File: src/rtl/cus19_pc_ras.sv
// Custom19 IF-stage next-PC unit with a parametrised circular return-address stack.
// Optional interrupt entry (push pc_in, vector to irq_vec_in) under `define CUS19_RAS_IRQ_EN.
module cus19_pc_ras #(
    parameter int                    PC_WIDTH     = 11,
    parameter int                    STACK_DEPTH  = 8,
    parameter logic [PC_WIDTH-1:0]   RESET_VECTOR = '0
) (
    input  logic                          clk_in,
    input  logic                          rst_in,
    input  logic [PC_WIDTH-1:0]           pc_in,
    input  logic                          stall_in,
    input  logic                          flush_in,
    input  logic [PC_WIDTH-1:0]           flush_addr_in,
    input  logic                          branch_in,
    input  logic [1:0]                    pc_src_in,
    input  logic [PC_WIDTH-1:0]           imm_add_in,
    input  logic                          clr_err_in,
`ifdef CUS19_RAS_IRQ_EN
    input  logic                          irq_in,
    input  logic [PC_WIDTH-1:0]           irq_vec_in,
    output logic                          irq_ack_out,
`endif
    output logic [PC_WIDTH-1:0]           pc_mux_out,
    output logic [$clog2(STACK_DEPTH):0]  ras_depth_out,
    output logic                          ras_full_out,
    output logic                          ras_empty_out,
    output logic                          ras_ovf_out,
    output logic                          ras_unf_out
);

    localparam int PTR_W   = $clog2(STACK_DEPTH);
    localparam int DEPTH_W = PTR_W + 1;

    typedef enum logic [1:0] {
        SRC_SEQ  = 2'b00,
        SRC_JUMP = 2'b01,
        SRC_CALL = 2'b10,
        SRC_RET  = 2'b11
    } pc_src_e;

    logic [PC_WIDTH-1:0] stack_mem [STACK_DEPTH];

    logic [PC_WIDTH-1:0] pc_q,    pc_nxt;
    logic [PTR_W-1:0]    ptr_q,   ptr_nxt;
    logic [DEPTH_W-1:0]  depth_q, depth_nxt;
    logic                ovf_q,   ovf_nxt;
    logic                unf_q,   unf_nxt;

    logic                full, empty;
    logic                push_en, pop_en;
    logic                ovf_set, unf_set;
    logic [PC_WIDTH-1:0] push_data;
    logic [PC_WIDTH-1:0] pc_inc;
    logic [PTR_W-1:0]    top_idx;

`ifdef CUS19_RAS_IRQ_EN
    logic                ack_q, ack_nxt;
`endif

    assign pc_inc  = pc_in + 1'b1;
    assign top_idx = ptr_q - 1'b1;
    assign full    = (depth_q == DEPTH_W'(STACK_DEPTH));
    assign empty   = (depth_q == '0);

    always_comb begin
        pc_nxt    = pc_q;
        ptr_nxt   = ptr_q;
        depth_nxt = depth_q;
        push_en   = 1'b0;
        pop_en    = 1'b0;
        push_data = pc_inc;
        unf_set   = 1'b0;
        ovf_set   = 1'b0;
`ifdef CUS19_RAS_IRQ_EN
        ack_nxt   = 1'b0;
`endif

        if (stall_in) begin
            pc_nxt = pc_q;
        end else if (flush_in) begin
            pc_nxt = flush_addr_in;
`ifdef CUS19_RAS_IRQ_EN
        end else if (irq_in) begin
            // Interrupted instruction has not executed, so resume at pc_in itself.
            push_en   = 1'b1;
            push_data = pc_in;
            pc_nxt    = irq_vec_in;
            ack_nxt   = 1'b1;
`endif
        end else if (branch_in) begin
            pc_nxt = imm_add_in;
        end else begin
            unique case (pc_src_e'(pc_src_in))
                SRC_SEQ:  pc_nxt = pc_inc;
                SRC_JUMP: pc_nxt = imm_add_in;
                SRC_CALL: begin
                    push_en = 1'b1;
                    pc_nxt  = imm_add_in;
                end
                SRC_RET: begin
                    if (empty) begin
                        pc_nxt  = pc_inc;
                        unf_set = 1'b1;
                    end else begin
                        pop_en = 1'b1;
                        pc_nxt = stack_mem[top_idx];
                    end
                end
                default: pc_nxt = pc_inc;
            endcase
        end

        // A push into a full stack lands on the oldest slot, which the pointer already addresses.
        if (push_en) begin
            ptr_nxt = ptr_q + 1'b1;
            if (full) ovf_set   = 1'b1;
            else      depth_nxt = depth_q + 1'b1;
        end
        if (pop_en) begin
            ptr_nxt   = top_idx;
            depth_nxt = depth_q - 1'b1;
        end

        ovf_nxt = ovf_set | (ovf_q & ~clr_err_in);
        unf_nxt = unf_set | (unf_q & ~clr_err_in);
    end

    always_ff @(posedge clk_in) begin
        if (!rst_in) begin
            pc_q    <= RESET_VECTOR;
            ptr_q   <= '0;
            depth_q <= '0;
            ovf_q   <= 1'b0;
            unf_q   <= 1'b0;
        end else begin
            pc_q    <= pc_nxt;
            ptr_q   <= ptr_nxt;
            depth_q <= depth_nxt;
            ovf_q   <= ovf_nxt;
            unf_q   <= unf_nxt;
        end
    end

    // Stack contents are deliberately not reset.
    always_ff @(posedge clk_in) begin
        if (rst_in && push_en)
            stack_mem[ptr_q] <= push_data;
    end

`ifdef CUS19_RAS_IRQ_EN
    always_ff @(posedge clk_in) begin
        if (!rst_in) ack_q <= 1'b0;
        else         ack_q <= ack_nxt;
    end
    assign irq_ack_out = ack_q;
`endif

    assign pc_mux_out    = pc_q;
    assign ras_depth_out = depth_q;
    assign ras_full_out  = full;
    assign ras_empty_out = empty;
    assign ras_ovf_out   = ovf_q;
    assign ras_unf_out   = unf_q;

endmodule

File: config.mk
export PLATFORM = sky130hd
export DESIGN_NAME = cus19_pc_ras
export DESIGN_NICKNAME = d
export VERILOG_FILES = /design/src/rtl/cus19_pc_ras.sv
export SDC_FILE = /design/constraint.sdc
export NUM_CORES = 1
export LEC_CHECK = 0
export CAP_MARGIN = 5
export CORE_ASPECT_RATIO = 0.9
export CORE_MARGIN = 2
export CORE_UTILIZATION = 56
export CTS_CLUSTER_DIAMETER = 200
export CTS_CLUSTER_SIZE = 24
export DETAILED_ROUTE_END_ITERATION = 8
export HOLD_SLACK_MARGIN = 0.02
export PLACE_DENSITY_LB_ADDON = 0.3
export SLEW_MARGIN = 20
export SYNTH_ARGS = -nofsm -noshare
export SYNTH_HDL_FRONTEND = slang
export SYNTH_SLANG_ARGS = --single-unit
File: constraint.sdc
create_clock -name clk_in -period 3.56 [get_ports clk_in]
set_input_delay 0.356 -clock clk_in [delete_from_list [all_inputs] [get_ports clk_in]]
set_output_delay 0.356 -clock clk_in [all_outputs]
set_load 0.02 [all_outputs]
==> results of run 1 <==
registers in the layout, summed over array words and instances (netlist names):
name and cells:
pc_mux_out 11, ptr_q 3, ras_depth_out 4, ras_ovf_out 1, ras_unf_out 1, stack_mem 88
power by group:
group	internal (W)	switching, W	total, W
Clock	0.000266	0.000434	0.000699
Sequential	0.00138	0.0000113	0.00139
Combinational	0.000120	0.000139	0.000259
Total	0.00177	0.000584	0.00235
worst max-delay path, delay by kind of cell (launching register included):
family | cells | cell delay, ns
AOI/OAI and AO/OA | 4 | 1.17
adders and majority gates | 1 | 0.39
buffers and inverters | 2 | 0.66
DFF | 1 | 0.35
and+or+nand+nor | 1 | 0.10
cells in the final DEF (no fill, tap or decap), types with 12 or more instances in the layout:
| master | instances |
|---|---|
| clkdlybuf4s50_1 | 59 |
| inv_1 | 12 |
| dfxtp_1 | 20 |
| edfxtp_1 | 88 |
| buf_4 | 15 |
| nor2b_1 | 26 |
| a22o_1 | 13 |
| a2111oi_0 | 12 |
| nand2_1 | 43 |
worst paths after layout:
check / start / endpoint / slack, ns / cells after the start
min reg2reg: ras_unf_out / ras_unf_out / 0.55 / 2
min: ras_unf_out / ras_unf_out / 0.55 / 2
max reg2reg: ptr_q[0] / pc_mux_out[3] / 0.76 / 8
max: ptr_q[0] / pc_mux_out[3] / 0.76 / 8
cell families after synthesis:
| family | count (synthesis) |
|---|---|
| multiplexers | 15 |
| flip-flops | 108 |
| AO/OA/AOI/OAI | 90 |
| buffers and inverters | 37 |
| XOR/XNOR | 14 |
| AND/OR/NAND/NOR | 105 |
| adder cells (fa/ha/maj) | 9 |
layer usage:
metal | global-route usage, % | wire, µm | vias up
li1 | - | - | 1618
met3 | 5.81 | 886 | 11
met1 | 32.9 | 5370 | 1668
met4 | 6.78 | 118 | 0
met5 | 0 | 0 | -
met2 | 37.7 | 5090 | 139
layout make-up:
type / instances / area (µm²) / area share, %
sequential: 108 / 3040 / 50.1
multi-input combinational: 233 / 1940 / 32.0
timing repair buffer: 74 / 703 / 11.6
tap: 122 / 153 / 2.51
clock buffer: 9 / 124 / 2.04
clock inverter: 7 / 56.3 / 0.927
inverter: 13 / 48.8 / 0.804
synth_stat cells, types with 6 or more instances:
| library cell | instances |
|---|---|
| nor2b_1 | 26 |
| a22o_1 | 13 |
| inv_1 | 12 |
| nor2_1 | 7 |
| a21oi_1 | 9 |
| a2111oi_0 | 12 |
| clkbuf_1 | 6 |
| nand2_1 | 43 |
| buf_2 | 8 |
| a2111oi_2 | 8 |
| edfxtp_1 | 88 |
| xnor2_1 | 10 |
| dfxtp_1 | 20 |
| ha_1 | 8 |
| o221a_2 | 6 |
| mux4_1 | 10 |
metrics by stage:
stage	instances	setup WS (ns)
after CTS	566	0.657
after detailed placement	550	0.653
after global routing	566	0.469
after floorplan	378	1.02
after global placement	550	0.735
final	566	0.762
==> flow_summary.html, run 1 <==
<table>
<tr><th>Metric</th><th>Value</th></tr>
<tr><th colspan="2">Run status</th></tr>
<tr><td>Result of the run</td><td>finished, final reports clean</td></tr>
<tr><th colspan="2">Pwr</th></tr>
<tr><td>Final Total Pwr</td><td>0.00235 W</td></tr>
<tr><td>P_leak</td><td>2.10 nW</td></tr>
<tr><td>Worst ir drop on vdd</td><td>0.202 mV</td></tr>
<tr><td>Total power per unit cell area</td><td>387 mW/mm²</td></tr>
<tr><th colspan="2">Yosys</th></tr>
<tr><td>Total nets after synthesis</td><td>428</td></tr>
<tr><td>Fraction of synthesized cell area in xor and xnor cells</td><td>2.51%</td></tr>
<tr><td>EDFF count, synth</td><td>88</td></tr>
<tr><td>Share of synthesized flip-flops with an asynchronous set or reset</td><td>0%</td></tr>
<tr><td>Synthesized-area fraction occupied by and/or/nand/nor cells</td><td>10.5%</td></tr>
<tr><td>Mean instance size in the synthesized netlist</td><td>13.7 µm²</td></tr>
<tr><td>Number of different library cells in the post-synthesis netlist</td><td>53</td></tr>
<tr><td>Largest area contributor in the synthesized netlist</td><td>edfxtp_1</td></tr>
<tr><td>Synthesized-area fraction occupied by adder cells</td><td>2.32%</td></tr>
<tr><td>Synth Area in Compound Gates</td><td>15.4%</td></tr>
<tr><td>Fraction of the yosys area taken by sequential cells</td><td>58.7%</td></tr>
<tr><td>Share of the synthesized area in the top cell type</td><td>50.9%</td></tr>
<tr><td>Primary FF master, synth</td><td>edfxtp_1</td></tr>
<tr><td>Total standard cell area after synthesis</td><td>0.00519 mm²</td></tr>
<tr><td>Yosys warning total</td><td>0</td></tr>
<tr><td>Mux cell area share after synthesis</td><td>6.51%</td></tr>
<tr><td>Combinational family with the most area after synthesis</td><td>compound AO/OA/AOI/OAI gates</td></tr>
<tr><td>Cell types with the largest area share after synthesis</td><td>edfxtp_1, dfxtp_1, mux4_1</td></tr>
<tr><td>Post-Synthesis Cells</td><td>378</td></tr>
<tr><td>Flops &amp; latches, synth</td><td>108</td></tr>
<tr><th colspan="2">Drt</th></tr>
<tr><td>Overall via count from detail_route</td><td>3,436</td></tr>
<tr><td>Iteration-0 DRC Markers</td><td>256</td></tr>
<tr><td>Routed length per instance</td><td>20.3 µm</td></tr>
<tr><td>Total wirelength of the detailed-routed design</td><td>11.5 mm</td></tr>
<tr><td>Post-DR vias/cell</td><td>6.07</td></tr>
<tr><td>DRC Markers</td><td>0</td></tr>
<tr><td>Residual antenna-violating net count after detailed routing</td><td>0</td></tr>
<tr><td>Drt first pass iters</td><td>5</td></tr>
<tr><th colspan="2">Clock tree</th></tr>
<tr><td>Number of buffers created by CTS</td><td>9</td></tr>
<tr><td>Number of levels in the clock H-tree</td><td>3</td></tr>
<tr><td>Clock transition time at the flip-flop clock pins of the worst setup and hold paths</td><td>0.11 ns</td></tr>
<tr><td>Clk_lat worst skew</td><td>0.38 ns</td></tr>
<tr><td>Buffer count from post-CTS setup fixing</td><td>0</td></tr>
<tr><td>Number of buffers between clock root and the deepest sink</td><td>2</td></tr>
<tr><td>Post-cts gate resize count</td><td>0</td></tr>
<tr><td>Cell chosen for the clock root</td><td>clkbuf_8</td></tr>
<tr><td>Clock tree from TritonCTS</td><td>yes</td></tr>
<tr><td>Number of clock sinks</td><td>108</td></tr>
<tr><td>Total of hold buffers inserted after clock tree synthesis</td><td>0</td></tr>
<tr><th colspan="2">Global route</th></tr>
<tr><td>Via count of the first global-routing pass</td><td>3,332</td></tr>
<tr><td>Wire length of the first global-routing pass</td><td>17.8 mm</td></tr>
<tr><td>Number of antenna violations at the first check in global routing</td><td>0</td></tr>
<tr><td>Tot GR Track Use</td><td>23.7%</td></tr>
<tr><td>Pin count of the biggest net entering global routing</td><td>53</td></tr>
<tr><td>Overall overflow remaining after global route</td><td>0</td></tr>
<tr><th colspan="2">Run</th></tr>
<tr><td>Total of max-cap violations</td><td>0</td></tr>
<tr><th colspan="2">Timing</th></tr>
<tr><td>Final count of pins violating max slew</td><td>0</td></tr>
<tr><td>RSZ-0062 raised after global routing</td><td>false</td></tr>
<tr><td>Minimum hold slack</td><td>0.547 ns</td></tr>
<tr><td>Tightest slew margin relative to the limit</td><td>44.0%</td></tr>
<tr><td>Final sum of negative setup slack</td><td>0 ns</td></tr>
<tr><td>Part of the cycle the worst path needs</td><td>78.6%</td></tr>
<tr><td>Number of failing setup endpoints in the final timing report</td><td>0</td></tr>
<tr><td>Highest achievable clock rate</td><td>0.357 GHz</td></tr>
<tr><td>Measured slew at the worst slew-check pin</td><td>0.834 ns</td></tr>
<tr><td>Setup Skew</td><td>0.0152 ns</td></tr>
<tr><td>Time the worst path needs with I/O delays and setup</td><td>2.80 ns</td></tr>
<tr><td>Final count of hold timing violations</td><td>0</td></tr>
<tr><th colspan="2">Worst setup path</th></tr>
<tr><td>Peak per-stage delay on the critical path</td><td>0.58 ns</td></tr>
<tr><td>CP Cell Sequence</td><td>inv_1 &gt; ha_1 &gt; buf_4 &gt; nor2b_1 &gt; a2111oi_0 &gt; o41ai_1 &gt; a221oi_1 &gt; o21ai_1</td></tr>
<tr><td>Data required time of the worst path</td><td>3.83 ns</td></tr>
<tr><td>Type of the worst setup path</td><td>register to register</td></tr>
<tr><td>Critical path endpoint category</td><td>register</td></tr>
<tr><td>Peak fanout along the critical path</td><td>52</td></tr>
<tr><td>Worst EP arrival</td><td>3.07 ns</td></tr>
<tr><td>CP Launch Type</td><td>register</td></tr>
<tr><td>CP max stage cell</td><td>a2111oi_0</td></tr>
<tr><th colspan="2">Floorplanning</th></tr>
<tr><td>Floorplan die height</td><td>95.3 µm</td></tr>
<tr><td>Die Outline Area</td><td>0.0100 mm²</td></tr>
<tr><td>Core footprint</td><td>0.00904 mm²</td></tr>
<tr><td>Effective utilization at floorplan</td><td>57.4%</td></tr>
<tr><td>I/O pin count</td><td>60</td></tr>
<tr><td>Die Width</td><td>105 µm</td></tr>
<tr><td>Number of standard-cell rows in the floorplan</td><td>33</td></tr>
<tr><th colspan="2">Finish</th></tr>
<tr><td>Total Nets Final</td><td>489</td></tr>
<tr><td>Share of post-route cells with drive strength above 1</td><td>11.7%</td></tr>
<tr><td>Final standard cell area without fillers</td><td>0.00607 mm²</td></tr>
<tr><td>Post-layout utilization of the core</td><td>67.1%</td></tr>
<tr><td>ANT cells</td><td>0</td></tr>
<tr><td>FILL cells</td><td>644</td></tr>
<tr><td>Synth-to-Final Area Change</td><td>17.0%</td></tr>
<tr><th colspan="2">Placed design</th></tr>
<tr><td>Count of input and output buffers</td><td>59</td></tr>
<tr><td>Weighted congestion reported at the end of routability-driven placement</td><td>0.881</td></tr>
<tr><td>Final HPWL DP</td><td>7.61 mm</td></tr>
<tr><td>Placement Cell Area</td><td>0.00588 mm²</td></tr>
<tr><th colspan="2">Worst hold path</th></tr>
<tr><td>Type of the tightest min-delay check</td><td>register to register</td></tr>
</table>
Power figures use the tool's default switching activity.
==> run 2, diff against run 1 <==
- clock period: 3.56 -> 2.7 ns (I/O delays scaled with it)
==> flow_summary.html, run 2 (synthesis gave the netlist of run 1 again) <==
<table>
<tr><th>Metric</th><th>Value</th></tr>
<tr><th colspan="2">Drt</th></tr>
<tr><td>Routed length per instance</td><td>20.1 µm (was 20.3 µm)</td></tr>
<tr><td>Drt first pass iters</td><td>5 (unchanged)</td></tr>
<tr><td>Post-DR vias/cell</td><td>6.01 (was 6.07)</td></tr>
<tr><td>Total wirelength of the detailed-routed design</td><td>11.7 mm (was 11.5 mm)</td></tr>
<tr><td>DRC Markers</td><td>0 (unchanged)</td></tr>
<tr><td>Residual antenna-violating net count after detailed routing</td><td>0 (unchanged)</td></tr>
<tr><td>Iteration-0 DRC Markers</td><td>250 (was 256)</td></tr>
<tr><td>Overall via count from detail_route</td><td>3,483 (was 3,436)</td></tr>
<tr><th colspan="2">Clock tree</th></tr>
<tr><td>Number of clock sinks</td><td>108 (unchanged)</td></tr>
<tr><td>Number of buffers created by CTS</td><td>9 (unchanged)</td></tr>
<tr><td>Cell chosen for the clock root</td><td>clkbuf_8 (unchanged)</td></tr>
<tr><td>Number of levels in the clock H-tree</td><td>3 (unchanged)</td></tr>
<tr><td>Post-cts gate resize count</td><td>0 (unchanged)</td></tr>
<tr><td>Buffer count from post-CTS setup fixing</td><td>0 (unchanged)</td></tr>
<tr><td>Number of buffers between clock root and the deepest sink</td><td>2 (unchanged)</td></tr>
<tr><td>Clock tree from TritonCTS</td><td>yes (unchanged)</td></tr>
<tr><td>Clock transition time at the flip-flop clock pins of the worst setup and hold paths</td><td>0.12 ns (was 0.11 ns)</td></tr>
<tr><td>Clk_lat worst skew</td><td>0.37 ns (was 0.38 ns)</td></tr>
<tr><td>Total of hold buffers inserted after clock tree synthesis</td><td>0 (unchanged)</td></tr>
<tr><th colspan="2">Worst setup path</th></tr>
<tr><td>Data required time of the worst path</td><td>2.96 ns (was 3.83 ns)</td></tr>
<tr><td>Type of the worst setup path</td><td>register to register (unchanged)</td></tr>
<tr><td>Worst EP arrival</td><td>2.66 ns (was 3.07 ns)</td></tr>
<tr><td>Critical path endpoint category</td><td>register (unchanged)</td></tr>
<tr><td>CP Launch Type</td><td>register (unchanged)</td></tr>
<tr><td>Peak fanout along the critical path</td><td>17 (was 52)</td></tr>
<tr><td>Flop-to-flop setup slack</td><td>0.30 ns (was 0.76 ns)</td></tr>
<tr><th colspan="2">Placed design</th></tr>
<tr><td>Count of input and output buffers</td><td>59 (unchanged)</td></tr>
<tr><td>Final HPWL DP</td><td>7.88 mm (was 7.61 mm)</td></tr>
<tr><td>Weighted congestion reported at the end of routability-driven placement</td><td>0.855 (was 0.881)</td></tr>
<tr><td>Worst Setup Slack post-DPL</td><td>0.151 ns (was 0.653 ns)</td></tr>
<tr><th colspan="2">Floorplanning</th></tr>
<tr><td>Die Width</td><td>105 µm (unchanged)</td></tr>
<tr><td>Core footprint</td><td>0.00904 mm² (unchanged)</td></tr>
<tr><td>Effective utilization at floorplan</td><td>57.4% (unchanged)</td></tr>
<tr><td>Die Outline Area</td><td>0.0100 mm² (unchanged)</td></tr>
<tr><td>I/O pin count</td><td>60 (unchanged)</td></tr>
<tr><td>Number of standard-cell rows in the floorplan</td><td>33 (unchanged)</td></tr>
<tr><td>Floorplan die height</td><td>95.3 µm (unchanged)</td></tr>
<tr><th colspan="2">Global route</th></tr>
<tr><td>Tot GR Track Use</td><td>24.3% (was 23.7%)</td></tr>
<tr><td>Pin count of the biggest net entering global routing</td><td>55 (was 53)</td></tr>
<tr><td>Number of antenna violations at the first check in global routing</td><td>0 (unchanged)</td></tr>
<tr><td>Wire length of the first global-routing pass</td><td>18.2 mm (was 17.8 mm)</td></tr>
<tr><td>Via count of the first global-routing pass</td><td>3,313 (was 3,332)</td></tr>
<tr><td>Overall overflow remaining after global route</td><td>0 (unchanged)</td></tr>
<tr><th colspan="2">Timing</th></tr>
<tr><td>Number of failing setup endpoints in the final timing report</td><td>0 (unchanged)</td></tr>
<tr><td>Setup Skew</td><td>0.0119 ns (was 0.0152 ns)</td></tr>
<tr><td>RSZ-0062 raised after global routing</td><td>false (unchanged)</td></tr>
<tr><td>Slack of the critical path</td><td>0.298 ns (was 0.762 ns)</td></tr>
<tr><td>Time the worst path needs with I/O delays and setup</td><td>2.40 ns (was 2.80 ns)</td></tr>
<tr><td>Final sum of negative setup slack</td><td>0 ns (unchanged)</td></tr>
<tr><td>Final count of hold timing violations</td><td>0 (unchanged)</td></tr>
<tr><td>Final count of pins violating max slew</td><td>0 (unchanged)</td></tr>
<tr><td>Part of the cycle the worst path needs</td><td>89.0% (was 78.6%)</td></tr>
<tr><td>Measured slew at the worst slew-check pin</td><td>0.910 ns (was 0.834 ns)</td></tr>
<tr><td>Highest achievable clock rate</td><td>0.416 GHz (was 0.357 GHz)</td></tr>
<tr><td>Tightest slew margin relative to the limit</td><td>38.9% (was 44.0%)</td></tr>
<tr><th colspan="2">Pwr</th></tr>
<tr><td>Total power per unit cell area</td><td>513 mW/mm² (was 387 mW/mm²)</td></tr>
<tr><td>P_leak</td><td>2.18 nW (was 2.10 nW)</td></tr>
<tr><td>Worst ir drop on vdd</td><td>0.267 mV (was 0.202 mV)</td></tr>
<tr><th colspan="2">Finish</th></tr>
<tr><td>Highest-count cells in the layout ignoring fill and taps</td><td>edfxtp_1, clkdlybuf4s50_1, nand2_1, buf_4, nor2b_1 (was edfxtp_1, clkdlybuf4s50_1, nand2_1, nor2b_1, dfxtp_1)</td></tr>
<tr><td>Number of flip-flops under the largest register name</td><td>88 (unchanged)</td></tr>
<tr><td>ANT cells</td><td>0 (unchanged)</td></tr>
<tr><td>Share of post-route cells with drive strength above 1</td><td>14.4% (was 11.7%)</td></tr>
<tr><td>Most common cell after layout, fill and taps aside</td><td>edfxtp_1 (unchanged)</td></tr>
<tr><td>Total Nets Final</td><td>503 (was 489)</td></tr>
<tr><td>Synth-to-Final Area Change</td><td>19.7% (was 17.0%)</td></tr>
<tr><td>Reg with most FFs</td><td>stack_mem (unchanged)</td></tr>
<tr><th colspan="2">Worst hold path</th></tr>
<tr><td>Type of the tightest min-delay check</td><td>register to register (unchanged)</td></tr>
<tr><th colspan="2">Run</th></tr>
<tr><td>Total of max-cap violations</td><td>0 (unchanged)</td></tr>
<tr><th colspan="2">Run status</th></tr>
<tr><td>Result of the run</td><td>finished, final reports clean (unchanged)</td></tr>
</table>
run 2: cell types whose count changed in the layout (fill, tap and decap cells not counted), sizes merged:
| cell | before | now |
|---|---|---|
| buf | 15 | 29 |
run 2: stage by stage:
stage / area (µm²) / hold slack (ns) / std cells / utilization (%) / power, W
after floorplan: 5190 / 0.422 / 378 / - / 0.00206
after global placement: 6000 / 0.507 / 564 / 66.3 / 0.00222
after detailed placement: 6000 / 0.508 / 564 / 66.3 / 0.00223
after CTS: 6210 / 0.538 / 580 / 68.6 / 0.00320
after global routing: 6210 / 0.596 / 580 / 68.6 / 0.00329
final: 6210 / 0.534 / 580 / 68.6 / 0.00318
run 2: worst paths after layout:
| path | start | to | depth (start not counted) |
|---|---|---|---|
| min | ras_unf_out | ras_unf_out | 2 |
| max | ptr_q[0] | pc_mux_out[1] | 9 |
| min reg2reg | ras_unf_out | ras_unf_out | 2 |
| max reg2reg | ptr_q[0] | pc_mux_out[1] | 9 |
run 2: final cells by class:
class / count / area, µm²
sequential: 108 / 3040
fill: 626 / 2840
multi-input combinational: 233 / 1930
timing repair buffer: 88 / 821
tap: 122 / 153
clock buffer: 9 / 124
clock inverter: 7 / 86.3
inverter: 13 / 48.8
run 2: power by group:
part           internal [W]  leakage (nW)  switching [W]
sequential          0.00182         0.954      0.0000140
combinational      0.000172          1.12       0.000185
clock              0.000378         0.105       0.000614
run 2: critical path: stages, from the launching register on:
cell and delay [ns]:
dfxtp_1 0.34, inv_1 0.06, ha_1 0.22, buf_4 0.15, xor2_2 0.13, buf_4 0.22, a2111oi_0 0.56, o41ai_1 0.18
a221oi_1 0.33, o21ai_1 0.10
run 2: layer usage:
| layer | wire length, µm | track usage [%] |
|---|---|---|
| met1 | 5320 | 34.4 |
| met2 | 5380 | 38.7 |
| met3 | 854 | 4.85 |
| met4 | 109 | 6.67 |
| met5 | 0 | 0 |
==> run 3, diff against run 2 <==
- MAX_ROUTING_LAYER: unset -> met4
==> flow_summary.html, run 3 (synthesis gave the netlist of run 1 again) <==
<table>
<tr><th>Metric</th><th>Value</th></tr>
<tr><th colspan="2">Run status</th></tr>
<tr><td>Result of the run</td><td>finished, final reports clean (unchanged)</td></tr>
<tr><th colspan="2">Floorplanning</th></tr>
<tr><td>Core footprint</td><td>0.00904 mm² (unchanged)</td></tr>
<tr><td>Number of standard-cell rows in the floorplan</td><td>33 (unchanged)</td></tr>
<tr><td>Die Width</td><td>105 µm (unchanged)</td></tr>
<tr><td>Die Outline Area</td><td>0.0100 mm² (unchanged)</td></tr>
<tr><td>Floorplan die height</td><td>95.3 µm (unchanged)</td></tr>
<tr><td>I/O pin count</td><td>60 (unchanged)</td></tr>
<tr><td>Effective utilization at floorplan</td><td>57.4% (unchanged)</td></tr>
<tr><th colspan="2">Timing</th></tr>
<tr><td>Setup Skew</td><td>0.0139 ns (was 0.0119 ns)</td></tr>
<tr><td>Time the worst path needs with I/O delays and setup</td><td>2.38 ns (was 2.40 ns)</td></tr>
<tr><td>Part of the cycle the worst path needs</td><td>88.2% (was 89.0%)</td></tr>
<tr><td>Final count of hold timing violations</td><td>0 (unchanged)</td></tr>
<tr><td>Highest achievable clock rate</td><td>0.420 GHz (was 0.416 GHz)</td></tr>
<tr><td>Tightest slew margin relative to the limit</td><td>37.5% (was 38.9%)</td></tr>
<tr><td>Measured slew at the worst slew-check pin</td><td>0.931 ns (was 0.910 ns)</td></tr>
<tr><td>RSZ-0062 raised after global routing</td><td>false (unchanged)</td></tr>
<tr><td>Final count of pins violating max slew</td><td>0 (unchanged)</td></tr>
<tr><td>Number of failing setup endpoints in the final timing report</td><td>0 (unchanged)</td></tr>
<tr><td>Final sum of negative setup slack</td><td>0 ns (unchanged)</td></tr>
<tr><th colspan="2">Clock tree</th></tr>
<tr><td>Number of levels in the clock H-tree</td><td>3 (unchanged)</td></tr>
<tr><td>Buffer count from post-CTS setup fixing</td><td>0 (unchanged)</td></tr>
<tr><td>Number of buffers created by CTS</td><td>9 (unchanged)</td></tr>
<tr><td>Number of buffers between clock root and the deepest sink</td><td>2 (unchanged)</td></tr>
<tr><td>Post-cts gate resize count</td><td>0 (unchanged)</td></tr>
<tr><td>Number of clock sinks</td><td>108 (unchanged)</td></tr>
<tr><td>Clock tree from TritonCTS</td><td>yes (unchanged)</td></tr>
<tr><td>Clock transition time at the flip-flop clock pins of the worst setup and hold paths</td><td>0.12 ns (about the same)</td></tr>
<tr><td>Cell chosen for the clock root</td><td>clkbuf_8 (unchanged)</td></tr>
<tr><td>Clk_lat worst skew</td><td>0.37 ns (about the same)</td></tr>
<tr><td>Total of hold buffers inserted after clock tree synthesis</td><td>0 (unchanged)</td></tr>
<tr><th colspan="2">Global route</th></tr>
<tr><td>Pin count of the biggest net entering global routing</td><td>55 (unchanged)</td></tr>
<tr><td>Wire length of the first global-routing pass</td><td>18.2 mm (about the same)</td></tr>
<tr><td>Overall overflow remaining after global route</td><td>0 (unchanged)</td></tr>
<tr><td>Via count of the first global-routing pass</td><td>3,308 (was 3,313)</td></tr>
<tr><td>Tot GR Track Use</td><td>25.0% (was 24.3%)</td></tr>
<tr><td>Number of antenna violations at the first check in global routing</td><td>0 (unchanged)</td></tr>
<tr><th colspan="2">Worst hold path</th></tr>
<tr><td>Type of the tightest min-delay check</td><td>register to register (unchanged)</td></tr>
<tr><td>Hold path start</td><td>ras_unf_out (unchanged)</td></tr>
<tr><th colspan="2">Drt</th></tr>
<tr><td>Routed length per instance</td><td>20.1 µm (about the same)</td></tr>
<tr><td>Total wirelength of the detailed-routed design</td><td>11.6 mm (was 11.7 mm)</td></tr>
<tr><td>Iteration-0 DRC Markers</td><td>248 (was 250)</td></tr>
<tr><td>Overall via count from detail_route</td><td>3,524 (was 3,483)</td></tr>
<tr><td>Drt first pass iters</td><td>5 (unchanged)</td></tr>
<tr><td>DRC Markers</td><td>0 (unchanged)</td></tr>
<tr><td>Residual antenna-violating net count after detailed routing</td><td>0 (unchanged)</td></tr>
<tr><td>Post-DR vias/cell</td><td>6.08 (was 6.01)</td></tr>
<tr><th colspan="2">Pwr</th></tr>
<tr><td>Worst ir drop on vdd</td><td>0.266 mV (was 0.267 mV)</td></tr>
<tr><td>Final Total Pwr</td><td>0.00318 W (about the same)</td></tr>
<tr><td>Portion of total power attributed to combinational logic</td><td>11.2% (about the same)</td></tr>
<tr><td>Fraction of power consumed by the clock network</td><td>31.2% (about the same)</td></tr>
<tr><td>Sequential fraction of design power</td><td>57.6% (about the same)</td></tr>
<tr><td>Total power per unit cell area</td><td>513 mW/mm² (about the same)</td></tr>
<tr><td>Fraction of power spent switching nets</td><td>25.5% (about the same)</td></tr>
<tr><td>Total internal power</td><td>0.00237 W (about the same)</td></tr>
<tr><td>Switch Pwr</td><td>0.000813 W (about the same)</td></tr>
<tr><td>P_leak</td><td>2.18 nW (unchanged)</td></tr>
<tr><th colspan="2">Finish</th></tr>
<tr><td>Synth-to-Final Area Change</td><td>19.7% (unchanged)</td></tr>
<tr><td>Number of flip-flops under the largest register name</td><td>88 (unchanged)</td></tr>
<tr><td>Most common cell after layout, fill and taps aside</td><td>edfxtp_1 (unchanged)</td></tr>
<tr><td>Highest-count cells in the layout ignoring fill and taps</td><td>edfxtp_1, clkdlybuf4s50_1, nand2_1, buf_4, nor2b_1 (unchanged)</td></tr>
<tr><td>Total Nets Final</td><td>503 (unchanged)</td></tr>
<tr><td>Share of post-route cells with drive strength above 1</td><td>14.4% (unchanged)</td></tr>
<tr><td>Reg with most FFs</td><td>stack_mem (unchanged)</td></tr>
<tr><td>ANT cells</td><td>0 (unchanged)</td></tr>
<tr><td>FILL cells</td><td>626 (unchanged)</td></tr>
<tr><th colspan="2">Worst setup path</th></tr>
<tr><td>Type of the worst setup path</td><td>register to register (unchanged)</td></tr>
<tr><td>Worst EP arrival</td><td>2.64 ns (was 2.66 ns)</td></tr>
<tr><td>Crit Reg-Reg Startpoint</td><td>ptr_q[1] (was ptr_q[0])</td></tr>
<tr><td>Source of the critical timing path</td><td>ptr_q[1] (was ptr_q[0])</td></tr>
<tr><td>Critical path endpoint category</td><td>register (unchanged)</td></tr>
<tr><td>CP Launch Type</td><td>register (unchanged)</td></tr>
<tr><td>Data required time of the worst path</td><td>2.95 ns (was 2.96 ns)</td></tr>
<tr><td>Peak fanout along the critical path</td><td>54 (was 17)</td></tr>
<tr><th colspan="2">Run</th></tr>
<tr><td>Total of max-cap violations</td><td>0 (unchanged)</td></tr>
<tr><th colspan="2">Placed design</th></tr>
<tr><td>Count of input and output buffers</td><td>59 (unchanged)</td></tr>
<tr><td>Final HPWL DP</td><td>7.88 mm (unchanged)</td></tr>
<tr><td>Weighted congestion reported at the end of routability-driven placement</td><td>0.868 (was 0.855)</td></tr>
</table>
==> run 3: power groups by stage <==
stage	Clock, W	Sequential, W	Combinational [W]
after detailed placement	0	0.00187	0.000353
after floorplan	0	0.00189	0.000171
after global routing	0.00107	0.00184	0.000385
after CTS	0.00101	0.00183	0.000355
after global placement	0	0.00187	0.000348
final	0.000993	0.00183	0.000356
==> run 3: stage by stage <==
stage | utilization, % | hold WS [ns] | area [µm²] | setup WS, ns | instances
global route | 68.6 | 0.596 | 6210 | 0.0373 | 580
global placement | 66.3 | 0.507 | 6000 | 0.226 | 564
floorplan | - | 0.422 | 5190 | 0.155 | 378
detailed placement | 66.3 | 0.508 | 6000 | 0.151 | 564
CTS | 68.6 | 0.538 | 6210 | 0.322 | 580
finish | 68.6 | 0.533 | 6210 | 0.318 | 580
==> run 3: area by class of cell <==
cell class,instances,area [µm²],area share [%]
flip-flops and latches,108,3040,49.0
inverters,13,48.8,0.786
multi-input cells,233,1930,31.1
clock inverters,7,86.3,1.39
well taps,122,153,2.46
clock buffers,9,124,2.00
repair buffers,88,821,13.2
==> run 3: path summary, 6_finish.rpt <==
path,depth (start not counted),end,slack [ns]
max reg2reg,8,pc_mux_out[3],0.32
min reg2reg,2,ras_unf_out,0.53
min,2,ras_unf_out,0.53
max,8,pc_mux_out[3],0.32
==> run 3: critical path, cell delays in order, from the launching register on <==
cell,delay (ns)
dfxtp_1,0.35
inv_1,0.06
ha_1,0.33
buf_12,0.26
nor2b_1,0.09
a2111oi_0,0.57
o41ai_1,0.15
a221oi_1,0.34
o21ai_1,0.09
==> run 3: metal layers <==
metal	up-vias	global-route usage (%)	share of wire (%)
li1	1653	-	-
met1	1699	34.6	45
met2	159	38.5	46
met3	13	4.85	7.4
met4	0	6.67	1.2
met5	-	-	0
==> RTL edit 1: new RTL, flow settings as in run 3 <==
Build with the macro `CUS19_RAS_IRQ_EN` defined.
--- a/src/rtl/cus19_pc_ras.sv
+++ b/src/rtl/cus19_pc_ras.sv
@@ -1,4 +1,6 @@
 // Custom19 IF-stage next-PC unit with a parametrised circular return-address stack.
 // Optional interrupt entry (push pc_in, vector to irq_vec_in) under `define CUS19_RAS_IRQ_EN.
+`define CUS19_RAS_IRQ_EN
+
 module cus19_pc_ras #(
     parameter int                    PC_WIDTH     = 11,
Ports: changed (added irq_ack_out, irq_in and irq_vec_in); port bits go from 60 to 73. The function was not compared with the original's and may differ.
==> RTL edit 1 against run 3 <==
- power rose by 4.9%
- sequential share of layout area fell by 2.1 points
- count of clock-buffer cells in the layout did not move
- critical path type unchanged
- hold slack got worse by 0.069 ns
- sequential cell count rose by 1
- routed wire length rose by 11%
- largest power group unchanged
- setup slack got worse by 0.079 ns
- die area rose by 2.3%
- synthesized area rose by 2.4%
- first-iteration DRC count rose by 38%
- cell area rose by 5.1%
==> RTL edit 1: results <==
{
  "grt_util_met2_pct": 42.57,
  "gr-usage-met3_pct": 5.634,
  "layout.nets": 569,
  "dp_hpwl_mm": 9.114,
  "status": "complete, no violations",
  "dr_wl_met3_mm": 1.151,
  "wl_met2_mm": 5.900,
  "gr-usage-met1_pct": 35.59,
  "synth.distinct_cells": 61,
  "ys_seq_area_share_pct": 57.67,
  "worst-path-max-fanout": 9,
  "pre_cts_ws_ns": 0.06740,
  "arrival_ns": 2.72,
  "peakVddDrop_mv": 0.4576,
  "crit_path_max_incr_delay_ns": 0.61,
  "syn-num-nets": 480,
  "fin_skew_ns": 0.006901,
  "dp_cells": 618,
  "grt_pass1_wl_mm": 19.82,
  "postSynthAreaPerCell_um2": 12.71,
  "leakagePower_nw": 2.223,
  "cp_top_family": "multiplexers",
  "synth_area_leaders": "edfxtp_1, dfxtp_1, mux4_2, xnor2_1, mux2i_1",
  "grt_max_degree": 28,
  "p_int_mw": 2.447,
  "drt_iter0_drc": 343,
  "cp_slowest_cell": "mux4_1",
  "gp_congestion": 0.8889,
  "drt-met1-wl_mm": 5.710,
  "final_cells": 634,
  "portBuffers": 72,
  "vias": 3817,
  "wl_per_cell_um": 20.47,
  "drive_gt1_share_pct": 13.87
}
RTL edit 1: kinds of logic after synthesis:
family | Yosys count | synth area share, %
buf+inv | 42 | 3.345
simple gates | 118 | 11.52
fa+ha+maj | 9 | 2.262
compound gates | 88 | 11.71
flops | 109 | 57.67
mux | 29 | 9.352
xor+xnor | 23 | 4.146
RTL edit 1: final timing paths:
path	start	endpoint	slack [ns]	depth (start not counted)
setup / recovery	ptr_q[1]	pc_mux_out[5]	0.24	7
hold / removal	ras_ovf_out	ras_ovf_out	0.46	2
setup reg to reg	ptr_q[1]	pc_mux_out[5]	0.24	7
hold reg to reg	ras_ovf_out	ras_ovf_out	0.46	2
RTL edit 1: cell type report:
class                   instances  area [µm²]
clock inverters                 7       92.59
inverters                      18       67.56
clock buffers                   9       123.9
multi-input cells             267        2072
repair buffers                102       949.7
fillers                       643        2645
flip-flops and latches        109        3063
well taps                     122       152.6
==> RTL edit 2: new RTL, settings of run 3 <==
Made on the original files. Put one more register stage on the output `ras_ovf_out`, without a reset. The value now appears one clock later. The other outputs are not delayed to match.
--- a/src/rtl/cus19_pc_ras.sv
+++ b/src/rtl/cus19_pc_ras.sv
@@ -160,5 +160,7 @@
     assign ras_full_out  = full;
     assign ras_empty_out = empty;
-    assign ras_ovf_out   = ovf_q;
+    always_ff @(posedge clk_in) begin
+        ras_ovf_out <= ovf_q;
+    end
     assign ras_unf_out   = unf_q;
 
Formal check against the unedited RTL: not equivalent (a bounded check fails within 10 cycles, from zero or initial values and one cycle with rst_in low).
==> RTL edit 2 against run 3 <==
- die area grew 0.38%
- sequential cell count up 1
- power hardly changed
- setup slack lost 0.093 ns
- utilization barely moved
- cell area grew 0.42%
- synthesized area is 0.39% higher
- routed wire length grew 0.73%
- clock skew up 0.0074 ns
==> RTL edit 2: results <==
{
  "drive_gt1_share_pct": 14.78,
  "first_global_vias": 3374,
  "clk_latency_ns": 0.38,
  "gp_congestion": 0.8590,
  "leakagePower_nw": 2.188,
  "status": "complete, no violations",
  "dp_hpwl_mm": 7.952,
  "syn-num-nets": 429,
  "ys_top_cells_by_count": "edfxtp_1, nand2_1, nor2b_1",
  "async_reset_ff_share_pct": 0,
  "cts-buffers-inserted": 9,
  "clkSlewWorstSetupHoldPaths_ns": 0.12,
  "drt-total-wl_mm": 11.73,
  "grtUsageTotal_pct": 25.01,
  "ys_seq_area_share_pct": 58.82,
  "pre_cts_ws_ns": 0.1629,
  "vias": 3529,
  "arrival_ns": 2.73,
  "dp_cells": 566,
  "fin_skew_ns": 0.02128,
  "cts_max_path_buffers": 2,
  "ys.flop_type": "edfxtp_1",
  "drt_iter0_drc": 289,
  "layout.nets": 505,
  "synth-seq-cells": 109,
  "synth_area_leaders": "edfxtp_1, dfxtp_1, mux4_1, nor2b_1, nand2_1",
  "fillers": 630,
  "viasPerCell": 6.064,
  "cts_setup_buffers": 0,
  "grt_max_degree": 55,
  "tightest_slew_ns": 0.8896,
  "placed_cell_area_um2": 6025,
  "netlist_instances": 379,
  "grt_pass1_wl_mm": 18.47,
  "worst-path-max-fanout": 6,
  "peakVddDrop_mv": 0.2634
}
-- RTL edit 2: changes by cell type after synthesis --
cell / run 3 / this run
dfxtp_1: 20 / 21
-- RTL edit 2: final timing paths --
check / from / to / slack, ns / depth (start not counted)
setup reg to reg: ptr_q[0] / pc_mux_out[1] / 0.22 / 9
setup / recovery: ptr_q[0] / pc_mux_out[1] / 0.22 / 9
hold / removal: ovf_q / ras_ovf_out / 0.38 / 0
hold reg to reg: ovf_q / ras_ovf_out / 0.38 / 0
-- RTL edit 2: worst max-delay path: stages, from the launching register on --
cell and delay, ns:
dfxtp_1 0.35, inv_1 0.06, ha_1 0.23, buf_4 0.16, xor2_2 0.15, buf_4 0.18, a2111oi_0 0.59, o41ai_1 0.20
a221oi_1 0.33, o21ai_1 0.10
-- RTL edit 2: kinds of logic (layout without fill, tap and decap cells) --
kind of cell             count (synthesis)  in the layout  synth area share (%)
flip-flops                             109            109                 58.82
AND/OR/NAND/NOR                        105            105                 10.43
adder cells (fa/ha/maj)                  9              9                 2.307
buffers and inverters                   37            118                 4.084
XOR/XNOR                                14             14                 2.499
multiplexers                            15             15                 6.487
AO/OA/AOI/OAI                           90             90                 15.38
-- RTL edit 2: layout make-up --
cell class	count	area [µm²]	share of cell area (%)
multi-input combinational	233	1939	31.11
timing repair buffer	89	828.3	13.29
clock inverter	7	77.57	1.244
sequential	109	3063	49.14
tap	122	152.6	2.449
inverter	13	48.80	0.7828
clock buffer	9	123.9	1.987
-- RTL edit 2: power breakdown --
group          leakage [nW]  total (mW)  switching, mW  internal, mW
clock                0.0979       0.976          0.610         0.366
sequential            0.962        1.85         0.0148          1.84
combinational          1.13       0.357          0.185         0.172
-- RTL edit 2: layer usage --
metal	global-route usage, %	wire length [µm]
met1	34.42	5293
met4	7.675	121
met3	4.921	1006
met2	38.17	5305
met5	-	0
